### src/rtl/csr_uart.sv
`default_nettype none
// ==== csr_uart: CSR-mapped 8N1 UART with TX/RX FIFOs, run-time divisor, sticky flags, level irq ====
// Rev 1.0
module csr_uart #(
   parameter logic [11:0] CSR_DATA   = 12'hbc0,
   parameter logic [11:0] CSR_STAT   = 12'hbc1,
   parameter logic [11:0] CSR_DIV    = 12'hbc2,
   parameter int          DEPTH_LOG2 = 3,
   parameter int          DIV_WIDTH  = 16,
   parameter int          DIV_RESET  = 868
) (
   input  logic        clk,
   input  logic        rst,
   input  logic        read,
   input  logic [2:0]  modify,
   input  logic [31:0] wdata,
   input  logic [11:0] addr,
   output logic [31:0] rdata,
   output logic        valid,
   output logic        tx,
   input  logic        rx,
   output logic        irq
);
   localparam int DEPTH = 2 ** DEPTH_LOG2;
   localparam int PW    = DEPTH_LOG2 + 1;

   typedef enum logic [1:0] {S_IDLE, S_START, S_DATA, S_STOP} uart_state_t;

   logic [7:0]           tx_mem [DEPTH];
   logic [7:0]           rx_mem [DEPTH];
   logic [PW-1:0]        tx_wp, tx_rp, rx_wp, rx_rp;
   logic [DIV_WIDTH-1:0] div, div_new, div_clamped;
   logic                 rx_ie, tx_ie, rx_overrun, tx_drop, frame_err;

   uart_state_t          tx_st, rx_st;
   logic [DIV_WIDTH-1:0] tx_cnt, tx_div, rx_cnt, rx_div;
   logic [2:0]           tx_bit, rx_bit;
   logic [7:0]           tx_shift, rx_shift;
   logic                 rx_meta, rx_s, rx_prev;

   // Only the low data byte, the divisor field and the flag/enable bits are decoded.
   logic unused_wdata;
   assign unused_wdata = &{1'b0, wdata[31:DIV_WIDTH]};

   logic hit_data, hit_stat, hit_div, wr_any, acc;
   assign hit_data = (addr == CSR_DATA);
   assign hit_stat = (addr == CSR_STAT);
   assign hit_div  = (addr == CSR_DIV);
   assign wr_any   = (modify == 3'd1) || (modify == 3'd2) || (modify == 3'd3);
   assign acc      = (read || wr_any) && (hit_data || hit_stat || hit_div);

   logic tx_empty, tx_full, rx_empty, rx_full, rx_nonempty;
   assign tx_empty    = (tx_wp == tx_rp);
   assign tx_full     = (tx_wp[PW-1] != tx_rp[PW-1]) && (tx_wp[PW-2:0] == tx_rp[PW-2:0]);
   assign rx_empty    = (rx_wp == rx_rp);
   assign rx_full     = (rx_wp[PW-1] != rx_rp[PW-1]) && (rx_wp[PW-2:0] == rx_rp[PW-2:0]);
   assign rx_nonempty = ~rx_empty;

   logic tx_cnt_done, rx_cnt_done, rx_half;
   assign tx_cnt_done = (tx_cnt == tx_div - DIV_WIDTH'(1));
   assign rx_cnt_done = (rx_cnt == rx_div - DIV_WIDTH'(1));
   assign rx_half     = (rx_cnt == (rx_div >> 1) - DIV_WIDTH'(1));

   // A same-cycle FSM pop frees a slot, so a push into a full FIFO still lands.
   logic tx_pop, tx_push_req, tx_push, rx_pop, rx_stop_smp, rx_push_req, rx_push;
   assign tx_pop      = ~tx_empty && ((tx_st == S_IDLE) || (tx_st == S_STOP && tx_cnt_done));
   assign tx_push_req = hit_data && ((modify == 3'd1) || (modify == 3'd2));
   assign tx_push     = tx_push_req && (~tx_full || tx_pop);
   assign rx_pop      = read && hit_data && rx_nonempty;
   assign rx_stop_smp = (rx_st == S_STOP) && rx_cnt_done;
   assign rx_push_req = rx_stop_smp && rx_s;
   assign rx_push     = rx_push_req && (~rx_full || rx_pop);

   logic [31:0] data_rd, stat_rd, rd_value;
   assign data_rd  = rx_nonempty ? {1'b1, 23'd0, rx_mem[rx_rp[PW-2:0]]} : 32'd0;
   assign stat_rd  = {22'd0, tx_ie, rx_ie, 2'd0, frame_err, tx_drop, rx_overrun,
                      rx_nonempty, tx_empty, tx_full};
   assign rd_value = hit_data ? data_rd : (hit_stat ? stat_rd : 32'(div));

   always_comb begin
      div_new = div;
      case (modify)
         3'd1:    div_new = wdata[DIV_WIDTH-1:0];
         3'd2:    div_new = div | wdata[DIV_WIDTH-1:0];
         3'd3:    div_new = div & ~wdata[DIV_WIDTH-1:0];
         default: div_new = div;
      endcase
   end
   assign div_clamped = (div_new < DIV_WIDTH'(4)) ? DIV_WIDTH'(4) : div_new;

   logic clr_en;
   assign clr_en = hit_stat && ((modify == 3'd1) || (modify == 3'd3));

   always_ff @(posedge clk or posedge rst) begin
      if (rst) begin
         valid      <= 1'b0;
         rdata      <= 32'd0;
         rx_ie      <= 1'b0;
         tx_ie      <= 1'b0;
         rx_overrun <= 1'b0;
         tx_drop    <= 1'b0;
         frame_err  <= 1'b0;
         div        <= DIV_WIDTH'(DIV_RESET);
      end else begin
         valid <= acc;
         rdata <= (acc && read) ? rd_value : 32'd0;
         if (hit_stat) begin
            case (modify)
               3'd1:    {tx_ie, rx_ie} <= wdata[9:8];
               3'd2:    {tx_ie, rx_ie} <= {tx_ie, rx_ie} | wdata[9:8];
               3'd3:    {tx_ie, rx_ie} <= {tx_ie, rx_ie} & ~wdata[9:8];
               default: ;
            endcase
         end
         // Hardware set wins over a simultaneous write-one-to-clear.
         rx_overrun <= (rx_overrun & ~(clr_en & wdata[3])) | (rx_push_req & ~rx_push);
         tx_drop    <= (tx_drop & ~(clr_en & wdata[4])) | (tx_push_req & ~tx_push);
         frame_err  <= (frame_err & ~(clr_en & wdata[5])) | (rx_stop_smp & ~rx_s);
         if (hit_div && wr_any) div <= div_clamped;
      end
   end

   always_ff @(posedge clk or posedge rst) begin
      if (rst) begin
         tx_wp <= '0;
         tx_rp <= '0;
         rx_wp <= '0;
         rx_rp <= '0;
      end else begin
         tx_wp <= tx_wp + PW'(tx_push);
         tx_rp <= tx_rp + PW'(tx_pop);
         rx_wp <= rx_wp + PW'(rx_push);
         rx_rp <= rx_rp + PW'(rx_pop);
      end
   end

   always_ff @(posedge clk) begin
      if (tx_push) tx_mem[tx_wp[PW-2:0]] <= wdata[7:0];
      if (rx_push) rx_mem[rx_wp[PW-2:0]] <= rx_shift;
   end

   always_ff @(posedge clk or posedge rst) begin
      if (rst) begin
         tx_st    <= S_IDLE;
         tx       <= 1'b1;
         tx_cnt   <= '0;
         tx_div   <= DIV_WIDTH'(DIV_RESET);
         tx_bit   <= '0;
         tx_shift <= '0;
      end else begin
         case (tx_st)
            S_IDLE: begin
               if (tx_pop) begin
                  tx_st    <= S_START;
                  tx       <= 1'b0;
                  tx_cnt   <= '0;
                  tx_div   <= div;
                  tx_shift <= tx_mem[tx_rp[PW-2:0]];
               end
            end
            S_START: begin
               if (tx_cnt_done) begin
                  tx_st  <= S_DATA;
                  tx     <= tx_shift[0];
                  tx_cnt <= '0;
                  tx_bit <= '0;
               end else tx_cnt <= tx_cnt + DIV_WIDTH'(1);
            end
            S_DATA: begin
               if (tx_cnt_done) begin
                  tx_cnt <= '0;
                  if (tx_bit == 3'd7) begin
                     tx_st <= S_STOP;
                     tx    <= 1'b1;
                  end else begin
                     tx       <= tx_shift[1];
                     tx_shift <= {1'b0, tx_shift[7:1]};
                     tx_bit   <= tx_bit + 3'd1;
                  end
               end else tx_cnt <= tx_cnt + DIV_WIDTH'(1);
            end
            default: begin
               if (tx_cnt_done) begin
                  tx_cnt <= '0;
                  if (tx_pop) begin
                     tx_st    <= S_START;
                     tx       <= 1'b0;
                     tx_div   <= div;
                     tx_shift <= tx_mem[tx_rp[PW-2:0]];
                  end else tx_st <= S_IDLE;
               end else tx_cnt <= tx_cnt + DIV_WIDTH'(1);
            end
         endcase
      end
   end

   always_ff @(posedge clk or posedge rst) begin
      if (rst) begin
         rx_meta  <= 1'b1;
         rx_s     <= 1'b1;
         rx_prev  <= 1'b1;
         rx_st    <= S_IDLE;
         rx_cnt   <= '0;
         rx_div   <= DIV_WIDTH'(DIV_RESET);
         rx_bit   <= '0;
         rx_shift <= '0;
      end else begin
         rx_meta <= rx;
         rx_s    <= rx_meta;
         rx_prev <= rx_s;
         case (rx_st)
            S_IDLE: begin
               if (rx_prev && !rx_s) begin
                  rx_st  <= S_START;
                  rx_cnt <= '0;
                  rx_div <= div;
               end
            end
            S_START: begin
               // A line back high at mid start bit was only a glitch.
               if (rx_half) begin
                  rx_cnt <= '0;
                  rx_bit <= '0;
                  rx_st  <= rx_s ? S_IDLE : S_DATA;
               end else rx_cnt <= rx_cnt + DIV_WIDTH'(1);
            end
            S_DATA: begin
               if (rx_cnt_done) begin
                  rx_cnt   <= '0;
                  rx_shift <= {rx_s, rx_shift[7:1]};
                  if (rx_bit == 3'd7) rx_st <= S_STOP;
                  else rx_bit <= rx_bit + 3'd1;
               end else rx_cnt <= rx_cnt + DIV_WIDTH'(1);
            end
            default: begin
               if (rx_cnt_done) begin
                  rx_cnt <= '0;
                  rx_st  <= S_IDLE;
               end else rx_cnt <= rx_cnt + DIV_WIDTH'(1);
            end
         endcase
      end
   end

   assign irq = (rx_ie & rx_nonempty) | (tx_ie & tx_empty);
endmodule
`default_nettype wire

### config.mk
export PLATFORM = sky130hd
export DESIGN_NAME = csr_uart
export DESIGN_NICKNAME = d
export VERILOG_FILES = /design/src/rtl/csr_uart.sv
export SDC_FILE = /design/constraint.sdc
export NUM_CORES = 1
export LEC_CHECK = 0
export ABC_AREA = 0
export BUFFER_PORTS_ARGS = -buffer_cell sky130_fd_sc_hd__buf_2
export CORE_ASPECT_RATIO = 0.8
export CORE_MARGIN = 4
export CORE_UTILIZATION = 60
export DETAILED_ROUTE_END_ITERATION = 12
export PLACE_DENSITY = 0.79
export REMOVE_ABC_BUFFERS = 1
export SLEW_MARGIN = 20
export SYNTH_ARGS = -nofsm -noshare
export SYNTH_HDL_FRONTEND = slang
export SYNTH_SLANG_ARGS = --single-unit
### constraint.sdc
create_clock -name clk -period 5 [get_ports clk]
set_clock_uncertainty 0.1 [all_clocks]
set_input_delay 0.5 -clock clk [delete_from_list [all_inputs] [get_ports clk]]
set_output_delay 0.5 -clock clk [all_outputs]
set_load 0.005 [all_outputs]
; ---- Word-level counts from Yosys, hierarchy flattened
; Memory sizes are Yosys's and may differ from the RTL's.
; Index checks and enable logic that the tools add are counted.
[word_totals]
reg_bits = 164
ram_bits = 128
in_bits = 51
out_inout_bits = 35
word_cells = 205
memories = 2
[classes]
add_sub_neg = 11
order_cmp = 1
n_eq_ne = 33
n_mux = 55
n_bitwise = 33
reduce_logical = 44
[mem_list]
columns = memory, words, word_bits, rd, rd_clocked_by_memory_dff, wr, line_no
row1 = rx_mem, 8, 8, 1, 0, 1, 30  ; logic [7:0] rx_mem [DEPTH];
row2 = tx_mem, 8, 8, 1, 0, 1, 29  ; logic [7:0] tx_mem [DEPTH];
[op_table]
columns = operator, count
row1 = 16-bit 2-to-1 mux, 10
row2 = 32-bit 2-to-1 mux, 3
row3 = 16-bit one-hot mux with 2 select lines, 2
row4 = 16-bit equality test, 3
row5 = 16-bit one-hot mux with 3 select lines, 1
row6 = "12-bit equality test, second input constant", 3
row7 = "16-bit by 1-bit adder with 16-bit output, second input constant", 2
row8 = 8-bit 2-to-1 mux, 4
row9 = "16-bit by 1-bit subtractor with 16-bit output, second input constant", 2
row10 = 8-bit one-hot mux with 3 select lines, 1
row11 = 2-bit 2-to-1 mux, 11
row12 = "2-bit != test, second input constant", 10
row13 = 3-bit 2-to-1 mux, 6
row14 = 4-bit by 1-bit adder with 4-bit output, 4
row15 = 16-bit bitwise AND, 1
row16 = 1-bit logical AND, 16
row17 = "16-bit by 3-bit less-than comparator with 1-bit output, second input constant", 1
row18 = 16-bit inverter, 1
row19 = 16-bit bitwise OR, 1
row20 = "15-bit by 1-bit subtractor with 16-bit output, second input constant", 1
row21 = 1-bit inverter, 12
row22 = 2-bit one-hot mux with 3 select lines, 2
row23 = 3-bit one-hot mux with 2 select lines, 2
row24 = 4-bit AND reduction, 3
row25 = 25 further kinds, 75

; ---- Longest topological paths before layout
[logic_depth]
depth_word = 10
depth_mapped = 14
mapped_depth_nobuf = 12

; ---- Worst setup path after synthesis
; OpenSTA, ideal clock, no wires.
[synth_timing]
path_type = register to register
from = register tx_div[0]
to = memory tx_mem[4][0], enable pin
setup_ns = 0.395
arrival_ns = 3.673
t_required_ns = 4.505
setup_slack_ns = 0.832
stages_incl_launch_ff = 11
n_path_buf = 0
synth_period_minus_slack_ns = 4.168
cell_sequence = dfrtp_1 inv_1 ha_1 nor3b_2 a21boi_0 a2111o_1 a211o_1 o41ai_4 nand2b_2 a21oi_2 nor4bb_1
[synth_via]
elab_chain_cells = 9
[synth_rtl]
columns = element, line_no
row1 = from (decl), 36  ; logic [DIV_WIDTH-1:0] tx_cnt, tx_div, rx_cnt, rx_div;
row2 = from (signal assigned), 147  ; tx_div <= DIV_WIDTH'(DIV_RESET);
row3 = from (signal assigned), 157  ; tx_div <= div;
row4 = from (signal assigned), 188  ; tx_div <= div;
row5 = 16-bit by 1-bit subtractor with 16-bit output, 60  ; assign tx_cnt_done = (tx_cnt == tx_div - DIV_WIDTH'(1));
row6 = 16-bit equality test, 60
row7 = 1-bit logical AND, 66  ; assign tx_pop = ~tx_empty && ((tx_st == S_IDLE) || (tx_st == S_STOP && tx_cnt_done));
row8 = 1-bit logical OR, 66
row9 = 1-bit logical AND, 66
row10 = 1-bit logical OR, 68  ; assign tx_push = tx_push_req && (~tx_full || tx_pop);
row11 = 1-bit logical AND, 68
row12 = 1-bit 2-to-1 mux, 138  ; if (tx_push) tx_mem[tx_wp[PW-2:0]] <= wdata[7:0];
row13 = 1-bit 2-to-1 mux (not written as such), 138
row14 = to (decl), 29
; Every way passes these cells.

; ---- Worst setup path after layout
[layout_timing]
from = register rx_div[3]
to = memory rx_mem[4][1], enable pin
[layout_via]
elab_chain_cells = 7
[layout_rtl]
columns = element, line_no
row1 = from (decl), 36
row2 = from (signal assigned), 204  ; rx_div <= DIV_WIDTH'(DIV_RESET);
row3 = from (signal assigned), 216  ; rx_div <= div;
row4 = 16-bit by 1-bit subtractor with 16-bit output, 61  ; assign rx_cnt_done = (rx_cnt == rx_div - DIV_WIDTH'(1));
row5 = 16-bit equality test, 61
row6 = 1-bit logical AND, 70  ; assign rx_stop_smp = (rx_st == S_STOP) && rx_cnt_done;
row7 = 1-bit logical AND, 71  ; assign rx_push_req = rx_stop_smp && rx_s;
row8 = 1-bit logical AND, 72  ; assign rx_push = rx_push_req && (~rx_full || rx_pop);
row9 = 1-bit 2-to-1 mux, 139  ; if (rx_push) rx_mem[rx_wp[PW-2:0]] <= rx_shift;
row10 = 1-bit 2-to-1 mux (not written as such), 139
row11 = to (decl), 30
; Every way passes these cells.

==> results.yml <==
run_status:
  status: "complete, no violations"
synth:
  syn_inst: 1190
  ys_types: 92
  yosysMostFrequentCell: "dfrtp_1"
  ys_ff_latch: 277
  synth-edff-count: 128
  synth_top_cell_by_area: "edfxtp_1"
  ys_seq_area_share_pct: 53.46
  synth_commonest_cells: "130 x dfrtp_1, 128 x edfxtp_1, 89 x nor2_1"
  synth_area_leaders: "edfxtp_1 27%, dfrtp_1 23%, mux4_2 5.1%"
  ys_async_sr_fraction_pct: 53.79
  yosys_most_used_dff: "dfrtp_1"
  syn-cell-area_um2: 14210
  postSynthAreaPerCell_um2: 11.94
  yosys_warnings: 0
  synth_top_area_share_pct: 27.05
clock_network:
  cts_root_buffer: "clkbuf_16"
  clk_pin_slew_ps: 60
  clock_latency_ps: 550
  post_cts_buffers: 0
  cts_tree: "yes"
  cts_buffers: 28
  cts_max_path_buffers: 3
  cts_sinks: 277
  cts_max_level: 1
global_routing:
  overflow: 0
  grt_pass1_wl_um: 49460
  antenna_found_initial: 2
  grt_start_max_net_pins: 107
  grt_pass1_vias: 9371
  globalRouteTotalUtil_pct: 22.89
placed_design:
  dp_slack_ps: 671.6
  hpwl_um: 21000
  dp_cells: 1501
  portBuffers: 54
  gp_congestion: 0.8931
timing:
  grt_setup_unrepaired: "false"
  tightestPinTransition_ps: 1114
  hold_viol: 0
  setup_viol: 0
  maxSlewHeadroom_pct: 25.56
  fin_setup_tns_ps: 0
  fmax_ghz: 0.2287
  fin_crit_sh_pct: 87.45
  fin_crit_ps: 4373
  setup_ws_ps: 627.4
  slew_violations: 0
power:
  switching_share_pct: 29.82
  ir_worst_vdd_mv: 0.3063
  power_frac_seq_pct: 44.3
  p_int_mw: 4.466
  p_sw_mw: 1.898
  p_leak_nw: 6.337
  p_per_area_nw_per_um2: 410.4
  fin_total_pwr_mw: 6.363
  pwr-share-comb_pct: 21.9
  clockPowerShare_pct: 33.7
route:
  drt-met1-wl_um: 13580
  wirelength_um: 30600
  wl_met3_um: 1578
  post-route-drc-count: 0
  drt_first_iter_violations: 1085
  antenna_left: 0
  drt-vias-per-instance: 6.173
  wire_per_inst_um: 19.68
  met2_length_um: 14660
  drtPass1Iterations: 5
  routed-via-count: 9599
  topRoutingLayerUsed: "met5"
floorplan:
  core_area_um2: 23330
  floorplan.die_area_um2: 26220
  ios: 86
  die_y_um: 145.6
  dieWidth_um: 180.1
  rows: 50
  start_util_pct: 60.90
setup_path:
  path_max_fanout: 13
  path_class: "register to register"
  path_cells: "or4_1, nor4_1, mux2_2, a211oi_1, nand4_1, nor4_1, nand3b_1, nor2_1"
  r2r_slack_ps: 630
  worstPathArrival_ps: 4450
  timing.critical_path.buf_inv: 0
  crit_family: "simple AND/OR/NAND/NOR gates"
  worstPathRequired_ps: 5080
  crit_top_cell: "nor4_1"
  worst_setup_path_end_kind: "register"
  max_stage_delay_ps: 680
  cp-start-kind: "register"
  cp_slowest_cell: "or4_1"
worst_hold_path:
  hold_class: "primary input to asynchronous set/reset pin"
run:
  maxCapViolCount: 0
finish:
  nNetsFinal: 1292
  synthToLayoutAreaGrowth_pct: 9.104
  layout.cells.non_filler: 1555
  drive_above_1_share_pct: 19.08
[cells in the final DEF, fill, tap and decap left out, types with 8 or more instances in the layout]
cell         n
edfxtp_1   128
nor2b_1     12
nand2b_1    13
clkbuf_16   29
mux2_1       8
nor3_1      24
and3_1       9
nand3_1     45
or3_1       10
buf_2       54
xnor2_1     42
a22oi_1     11
a221o_1     12
a31oi_1      8
ha_1        21
buf_4       13
a21oi_1     35
and2_1      11
mux4_2      32
dfstp_2     19
nor2_1      89
nor4_1      15
nand2_1     79
conb_1      15
dfrtp_1    130
mux2_2      37
o21ai_0     58
xor2_1      36
inv_1       30
nand4_1     10
mux2i_1     27
a22o_1      10
[sequential cells by signal, indices dropped and copies added, names as in the netlist, 16 cells and up]
name / flops
rx_mem: 64
tx_mem: 64
rdata: 17
div: 16
rx_cnt: 16
rx_div: 16
tx_cnt: 16
tx_div: 16
[cell type report]
class                      instances  area [um2]
fill                            1694        7831
clock buffer                      35       778.2
antenna                            1       2.502
inverter                          32       125.1
sequential                       277        7596
timing repair buffer              68       377.9
clock inverter                    17       180.2
multi-input combinational        813        6053
tap                              312       390.4
[power by group through the flow]
stage / registers (mW) / logic [mW] / clock network, mW
3_5_place_dp: 2.85 / 1.37 / 0
5_1_grt: 2.85 / 1.54 / 2.28
6_report: 2.82 / 1.40 / 2.15
4_1_cts: 2.81 / 1.39 / 2.18
2_1_floorplan: 2.80 / 1.05 / 0
3_3_place_gp: 2.85 / 1.33 / 0
[metal layers]
| layer | vias to the layer above | track usage [%] |
|---|---|---|
| met1 | 4789 | 32.81 |
| met3 | 50 | 2.974 |
| li1 | 4470 | - |
| met4 | 2 | 6.009 |
| met5 | - | 0 |
| met2 | 288 | 37.67 |
[per-stage QoR]
stage                     util [%]  hold WS, ps  instance area, um2
final                        66.44        67.46               15500
after detailed placement     62.28        247.2               14530
after floorplan                  -        245.2               13760
after global routing         66.44        134.1               15500
after CTS                    66.43        98.43               15500
after global placement       62.28        246.8               14530
[final timing paths]
check | start | end | cells past startpoint
hold reg to reg | rx_meta | rx_s | 0
setup / recovery | rx_div[3] | rx_mem[4][1] | 8
max in group asynchronous | rst | rx_cnt[11] | 3
setup reg to reg | rx_div[3] | rx_mem[4][1] | 8
hold / removal | rst | tx_div[11] | 2
min in group clk | wdata[12] | div[12] | 2
[cells by family after synthesis]
group	count (synthesis)	share of synthesized area [%]
AND/OR/NAND/NOR	379	14.33
flip-flops	277	53.46
AO/OA/AOI/OAI	216	10.65
buffers and inverters	114	4.350
other	1	0.02639
adder cells (fa/ha/maj)	21	1.849
XOR/XNOR	78	4.808
multiplexers	104	10.54
[timing repair]
item                                   4_1_cts  5_1_grt
hold buffers                                 1        0
endpoints found under the hold margin        1        0
resized for setup                            0        0
Note: power is estimated with default switching activity, not from simulation.
